<file path="config.mk">
export PLATFORM = sky130hd
export DESIGN_NAME = seq_restoring_divider
export DESIGN_NICKNAME = d
export VERILOG_FILES = /design/src/rtl/seq_restoring_divider.sv
export SDC_FILE = /design/constraint.sdc
export NUM_CORES = 1
export LEC_CHECK = 0
export CORE_MARGIN = 1.5
export CORE_UTILIZATION = 30
export DETAILED_ROUTE_END_ITERATION = 12
export SYNTH_ARGS = -nofsm -noshare
export SYNTH_HDL_FRONTEND = slang
export SYNTH_SLANG_ARGS = --single-unit
</file>
<file path="constraint.sdc">
create_clock -name clk -period 3.2 [get_ports clk]
set_input_delay 0.64 -clock clk [delete_from_list [all_inputs] [get_ports clk]]
set_output_delay 0.64 -clock clk [all_outputs]
set_load 0.05 [all_outputs]
</file>
<file path="src/rtl/seq_restoring_divider.sv">
// seq_restoring_divider: iterative unsigned restoring divider, one quotient
// bit per clock. It produces q = x / y and r = x % y after WIDTH cycles.
// Operands are captured when a start is accepted. Results are held until the
// next completion.
//
// Optional macro: DIV_ZERO_CHECK_EN.
//   When it is defined, a zero divisor skips the iteration and completes at once.
//   When it is undefined, div_by_zero_o is tied low and a zero divisor runs the
//   full sequence, which gives q = all ones and r = x.
//
// Ports:
//   clk            rising-edge clock
//   rst_n          synchronous active-low reset
//   start_i        request; accepted in IDLE or DONE
//   x_i, y_i       dividend / divisor, captured on accept
//   busy_o         high while iterating
//   done_o         one-cycle completion pulse
//   q_o, r_o       quotient / remainder, held after done
//   div_by_zero_o  zero-divisor flag, valid with done and held
module seq_restoring_divider #(
    parameter int unsigned WIDTH = 8
) (
    input  logic             clk,
    input  logic             rst_n,
    input  logic             start_i,
    input  logic [WIDTH-1:0] x_i,
    input  logic [WIDTH-1:0] y_i,
    output logic             busy_o,
    output logic             done_o,
    output logic [WIDTH-1:0] q_o,
    output logic [WIDTH-1:0] r_o,
    output logic             div_by_zero_o
);

    localparam int unsigned CNT_W = $clog2(WIDTH);
    localparam logic [CNT_W-1:0] CNT_LAST = CNT_W'(WIDTH - 1);

    localparam logic [1:0] S_IDLE = 2'd0;
    localparam logic [1:0] S_RUN  = 2'd1;
    localparam logic [1:0] S_DONE = 2'd2;

    logic [1:0]       state_q, state_d;
    logic [CNT_W-1:0] cnt_q, cnt_d;
    logic [WIDTH:0]   rem_q, rem_d;
    logic [WIDTH-1:0] quo_q, quo_d;
    logic [WIDTH-1:0] dvs_q, dvs_d;
    logic             busy_q, busy_d;
    logic             done_q, done_d;
    logic [WIDTH-1:0] q_q, q_d;
    logic [WIDTH-1:0] r_q, r_d;
`ifdef DIV_ZERO_CHECK_EN
    logic             dbz_q, dbz_d;
`endif

    logic [WIDTH:0]   rem_sh;
    logic [WIDTH:0]   trial;
    logic [WIDTH:0]   rem_n;
    logic [WIDTH-1:0] quo_n;
    logic             accept;

    // The remainder never exceeds WIDTH bits, so its MSB drops out of the shift.
    logic             unused_rem_msb;
    assign unused_rem_msb = rem_q[WIDTH];

    // One restoring step: shift {rem,quo} left, then try subtracting the divisor.
    always_comb begin
        rem_sh = {rem_q[WIDTH-1:0], quo_q[WIDTH-1]};
        trial  = rem_sh - {1'b0, dvs_q};
        rem_n  = trial[WIDTH] ? rem_sh : trial;
        quo_n  = {quo_q[WIDTH-2:0], ~trial[WIDTH]};
        accept = start_i && ((state_q == S_IDLE) || (state_q == S_DONE));
    end

    // Next-state and registered-output logic.
    always_comb begin
        state_d = state_q;
        cnt_d   = cnt_q;
        rem_d   = rem_q;
        quo_d   = quo_q;
        dvs_d   = dvs_q;
        busy_d  = busy_q;
        done_d  = 1'b0;
        q_d     = q_q;
        r_d     = r_q;
`ifdef DIV_ZERO_CHECK_EN
        dbz_d   = dbz_q;
`endif

        case (state_q)
            S_IDLE, S_DONE: begin
                state_d = S_IDLE;
                if (accept) begin
                    rem_d   = '0;
                    quo_d   = x_i;
                    dvs_d   = y_i;
                    cnt_d   = '0;
                    busy_d  = 1'b1;
                    state_d = S_RUN;
`ifdef DIV_ZERO_CHECK_EN
                    dbz_d   = 1'b0;
                    // Zero divisor: report the natural all-ones result immediately.
                    if (y_i == '0) begin
                        state_d = S_DONE;
                        busy_d  = 1'b0;
                        done_d  = 1'b1;
                        q_d     = {WIDTH{1'b1}};
                        r_d     = x_i;
                        dbz_d   = 1'b1;
                    end
`endif
                end
            end
            S_RUN: begin
                rem_d = rem_n;
                quo_d = quo_n;
                cnt_d = cnt_q + CNT_W'(1);
                if (cnt_q == CNT_LAST) begin
                    state_d = S_DONE;
                    busy_d  = 1'b0;
                    done_d  = 1'b1;
                    q_d     = quo_n;
                    r_d     = rem_n[WIDTH-1:0];
                end
            end
            default: begin
                state_d = S_IDLE;
                busy_d  = 1'b0;
            end
        endcase
    end

    // State and output registers, synchronous reset.
    always_ff @(posedge clk) begin
        if (!rst_n) begin
            state_q <= S_IDLE;
            cnt_q   <= '0;
            rem_q   <= '0;
            quo_q   <= '0;
            dvs_q   <= '0;
            busy_q  <= 1'b0;
            done_q  <= 1'b0;
            q_q     <= '0;
            r_q     <= '0;
`ifdef DIV_ZERO_CHECK_EN
            dbz_q   <= 1'b0;
`endif
        end else begin
            state_q <= state_d;
            cnt_q   <= cnt_d;
            rem_q   <= rem_d;
            quo_q   <= quo_d;
            dvs_q   <= dvs_d;
            busy_q  <= busy_d;
            done_q  <= done_d;
            q_q     <= q_d;
            r_q     <= r_d;
`ifdef DIV_ZERO_CHECK_EN
            dbz_q   <= dbz_d;
`endif
        end
    end

    assign busy_o = busy_q;
    assign done_o = done_q;
    assign q_o    = q_q;
    assign r_o    = r_q;
`ifdef DIV_ZERO_CHECK_EN
    assign div_by_zero_o = dbz_q;
`else
    assign div_by_zero_o = 1'b0;
`endif

endmodule
</file>
**Word-level counts from Yosys, hierarchy flattened**

Cells that the tools add are included.

- Reductions and logical operators: 10
- Add/sub/neg operators: 2
- Equality and inequality tests: 5
- Muxes and demuxes: 14
- Bitwise operators: 1

Operator list:

| cell | count |
|---|---|
| $pmux 8 s2 | 2 |
| $mux 8 | 3 |
| $reduce_and 2->1 | 5 |
| $sub 9x8->9 | 1 |
| $pmux 3 s2 | 1 |
| $mux 1 | 4 |
| $ne 2x2->1 const B | 2 |
| $pmux 2 s2 | 1 |
| $add 3x1->3 const B | 1 |
| $eq 3x3->1 const B | 1 |
| $mux 3 | 1 |
| $eq 2x1->1 const B | 1 |
| $eq 2x2->1 const B | 1 |
| $logic_not 2->1 | 1 |
| $mux 2 | 1 |
| $pmux 1 s2 | 1 |
| $reduce_bool 2->1 | 1 |
| $reduce_or 2->1 | 1 |
| $logic_and 1x1->1 | 1 |
| $logic_or 1x1->1 | 1 |
| $not 1->1 | 1 |

- Word-level logic and storage cells: 41
- Input port bits: 19
- Output and inout port bits: 19
- Register bits after elaboration: 47

**Longest topological paths before layout**

- Depth after elaboration: 5
- Depth in mapped cells: 10
- Depth with buffers taken out: 10

**Least setup slack after synthesis**

OpenSTA, ideal clock, no wires.

- Kind: reg2reg
- Start point: register quo_q[7]
- End point: register r_q[3], in the netlist r_o[3]
- Cell stages (with the launch flop): 11
- Buffers on the path: 1
- Data required time: 3.066 ns
- Slack: 0.819 ns
- Arrival: 2.248 ns
- Period minus slack after synthesis: 2.381 ns
- Library setup time: 0.134 ns
- Cell sequence: dfxtp_1 -> inv_1 -> ha_1 -> inv_1 -> fa_1 -> a211oi_4 -> o211ai_2 -> a221oi_4 -> buf_6 -> mux2i_1 -> a21oi_1

- Cells in the longest elaborated chain, start to end: 2

Ends and longest elaborated chain:

| item | RTL line | text |
|---|---|---|
| from (decl) | 45 | `logic [WIDTH-1:0] quo_q, quo_d;` |
| from (signal assigned) | 151 | `quo_q <= quo_d;` |
| $sub 9x8->9 | 68 | `trial = rem_sh - {1'b0, dvs_q};` |
| $mux 8 | 69 | `rem_n = trial[WIDTH] ? rem_sh : trial;` |
| to (signal assigned) | 156 | `r_q <= r_d;` |
| to (decl) | 50 | `logic [WIDTH-1:0] r_q, r_d;` |

No other way between the ends.
A chain may end at the register's enable or synchronous reset.

**Worst setup path after layout**

- Start point: register quo_q[7]
- End point: register r_q[2], in the netlist r_o[2]

The elaborated chain is that of the path after synthesis.

==> results by group <==
Run status
  • Status: completed

Pwr
  • Peak VDD IR: ~280 uV
  • Pwr per Cell Area: approximately 530 nW/um^2
  • Final Power: between 1 and 1.5 mW
  • Clock share of power: 26.7%
  • Sw frac: 31.5%
  • Switching power: around 0.46 mW
  • Flop pwr share: about 44%
  • Comb power frac: between 20 and 30%
  • Leak Pwr: between 1 and 1.5 nW
  • Internal power: roughly 1 mW

Critical path
  • RR Startpoint: quo_q[7]
  • Critical Path End Type: register
  • Req. time, crit path: around 3.4 ns
  • FF-to-FF setup slack: 0.43 ns
  • CP arrival: a little under 3 ns
  • Startpoint Class: register
  • Crit path max fanout: 10
  • Type of the worst setup path: reg2reg
  • R2R cell count: 11
  • Reg-to-Reg End: r_o[2]

Timing
  • Final hold vios: 0
  • Final setup vio count: 0
  • RSZ-0062 raised after global routing: no
  • Fmax: roughly 0.36 GHz
  • Setup TNS: 0 ns
  • Final period utilization: between 80% and 90%
  • Worst-Margin Slew: about 0.80 ns
  • Min Tclk post-route: roughly 2.8 ns
  • Fin. max-slew vios: 0
  • Slew headroom: a little under half
  • Final setup skew: between 0.007 and 0.008 ns

Layout
  • Final std cells w/o fill: 400
  • Ratio of cells with drive above 1 in the final layout: around 6.3%
  • End-of-flow core utilization: about two fifths
  • Synth-to-layout area growth: 25.3%
  • Filler Cells Inserted: around 750
  • Nets: 330
  • Final Instance Area: between 2000 and 3000 sq um
  • Ant. Diodes: 0

Clocking
  • Post-CTS Setup Inserts: 0
  • Clk sinks: 47
  • CTS H-tree lvls: 2
  • Root Driver: clkbuf_8
  • Clock latency on the worst-skew pair: ~0.30 ns
  • Clk buf depth: 2
  • Post-cts sizing count: 0
  • CTS tree: built
  • Hold Buf Count CTS: 0
  • Clk pin slew, worst setup/hold paths: about 0.080 ns
  • CTS Buf Count: 5

Detailed routing
  • Vias: around 1900
  • Final antenna-violating net count: 0
  • Routed WL: 5150 um
  • DRT Pass-1 Iters: 4
  • Initial DRC count: 68
  • WL/cell: 12.9 um
  • DRC Markers: 0
  • DR vias/cell: around 4.8

Hold path
  • Min-delay src: dvs_q[1]
  • WHS Path Cells: 2
  • Hold Path Class: reg2reg
  • Hold Path Sink: dvs_q[1]

Die
  • Core area: about 7200 sq um
  • Full die area: approximately 8000 sq um
  • Rows: 31
  • IO Count: 38
  • Die Height: slightly below 90 um
  • Die width: 88.6 um
  • Initial Util: approximately 31%

Synth
  • Syn Nets: between 200 and 300
  • Post-synthesis sequential area ratio: a little over two fifths
  • Synth warn: 0
  • Top_reg_cell synth: dfxtp_1
  • Synthesized area: roughly 2200 sq um
  • Syn Area/Cell: 8.23 sq um
  • Number of enable flip-flop cells after synthesis: 0
  • Synth async-reset ratio: 0%
  • FF+latch count, synth: 47
  • Cells after synthesis: about 270
  • Library cells used by synthesis: 42

Global route
  • Initial antenna violation count: 0
  • Grt peak-use layer: met2
  • Total global routing track utilization: between 10% and 20%
  • Met2 Use GR: around 23%
  • GR Util met3: 2.99%
  • Total congestion overflow: 0
  • GR Util met1: between 10% and 20%
  • First-pass GRT wire length: approximately 8500 um
  • Largest net degree at the start of global routing: 23
  • Vias in the first global route: 1808

Placed design
  • RD Place Congestion: between 0.8 and 0.9
  • DP HPWL: between 3000 and 4000 um
  • Port bufs: 36
  • Placed Cells: a little under 400
  • DP Area: ~2700 sq um

Flow run
  • Max cap viols: 0
[synth_stat cells, types with 2 or more instances]
cell type | n | share of area, %
nand2_1 | 59 | 10
dfxtp_1 | 47 | 43
a21oi_1 | 29 | 6.6
nor2_1 | 24 | 4.1
o21ai_0 | 14 | 3.2
clkbuf_1 | 12 | 2.0
ha_1 | 10 | 5.7
inv_1 | 10 | 1.7
a311oi_1 | 7 | 2.8
mux2i_1 | 6 | 2.7
o21ai_1 | 4 | 0.91
a22oi_1 | 3 | 1.0
and2_1 | 3 | 0.85
nand2b_1 | 3 | 0.85
nand3_1 | 3 | 0.68
nor2b_1 | 3 | 0.85
xor2_1 | 3 | 1.2
a211oi_1 | 2 | 0.68
o211ai_1 | 2 | 0.68
[worst max-delay path by stage]
stage          startpoint  endpoint  slack, ns  cells past startpoint
6_report         quo_q[7]    r_o[2]       0.43                     11
5_1_grt          quo_q[7]    r_o[2]       0.24                     11
4_1_cts          quo_q[7]    r_o[2]       0.42                     11
3_5_place_dp     quo_q[7]    r_o[2]       0.44                     11
3_3_place_gp     quo_q[7]    r_o[2]       0.57                     11
2_1_floorplan    quo_q[7]    r_o[3]       0.82                     10
[layout make-up]
| type | instances | area (sq um) | area share, % |
|---|---|---|---|
| clock buffers | 8 | 100 | 3.63 |
| inverters | 11 | 41.3 | 1.50 |
| multi-input cells | 193 | 1140 | 41.5 |
| flip-flops and latches | 47 | 941 | 34.2 |
| well taps | 99 | 124 | 4.50 |
| repair buffers | 42 | 405 | 14.7 |
[flip-flops by register name, summed over array words and instances, names as in the netlist]
name / flops
quo_q: 8
r_o: 8
cnt_q: 3
busy_o: 1
state_q: 2
rem_q: 8
dvs_q: 8
done_o: 1
q_o: 8
[power by group through the flow]
stage / sequential, mW / clock (mW) / combinational [mW]
after floorplan: 0.652 / 0 / 0.335
after global placement: 0.655 / 0 / 0.414
after detailed placement: 0.655 / 0 / 0.424
after CTS: 0.642 / 0.404 / 0.426
after global routing: 0.647 / 0.431 / 0.471
final: 0.642 / 0.388 / 0.425
[placed cells by master, fill, tap and decap left out, drive strengths merged, types with 3 or more instances in the layout]
cell            n
nor2           24
ha             10
nor2b           3
a211oi          4
o211ai          3
nand2b          3
inv            10
a22oi           3
clkbuf          8
a21oi          30
clkdlybuf4s50  36
mux2i           6
nand2          59
nand3           3
o21ai          18
and2            3
a311oi          7
buf             6
xor2            3
dfxtp          47
[logic make-up after synthesis]
kind of cell / share of synthesized area, %
buf+inv: 5.18
mux: 2.73
fa+ha+maj: 6.60
xor+xnor: 1.59
simple gates: 17.9
compound gates: 23.0
other cells: 0.171
flops: 42.8
[per-stage QoR]
stage	setup WS, ns	hold slack (ns)
6_report	0.427	0.458
4_1_cts	0.419	0.458
5_1_grt	0.243	0.472
3_3_place_gp	0.572	0.446
3_5_place_dp	0.436	0.447
2_1_floorplan	0.819	0.436
[per-layer routing]
metal,up-vias,wire length [um],share of wire (%)
li1,976,-,-
met1,900,2480,48
met2,45,2350,46
met3,5,259,5.0
met4,0,59,1.1
met5,-,0,0
[worst max-delay path: stages (launching register included)]
cell and delay [ns]:
dfxtp_1 0.33, inv_1 0.06, ha_1 0.15, inv_1 0.06, fa_1 0.43, a211oi_4 0.29, o211ai_2 0.15, a221oi_4 0.41
buf_4 0.27, mux2i_1 0.25, o21ai_0 0.09, and2_1 0.17
Note: power is estimated with default switching activity, not from simulation.
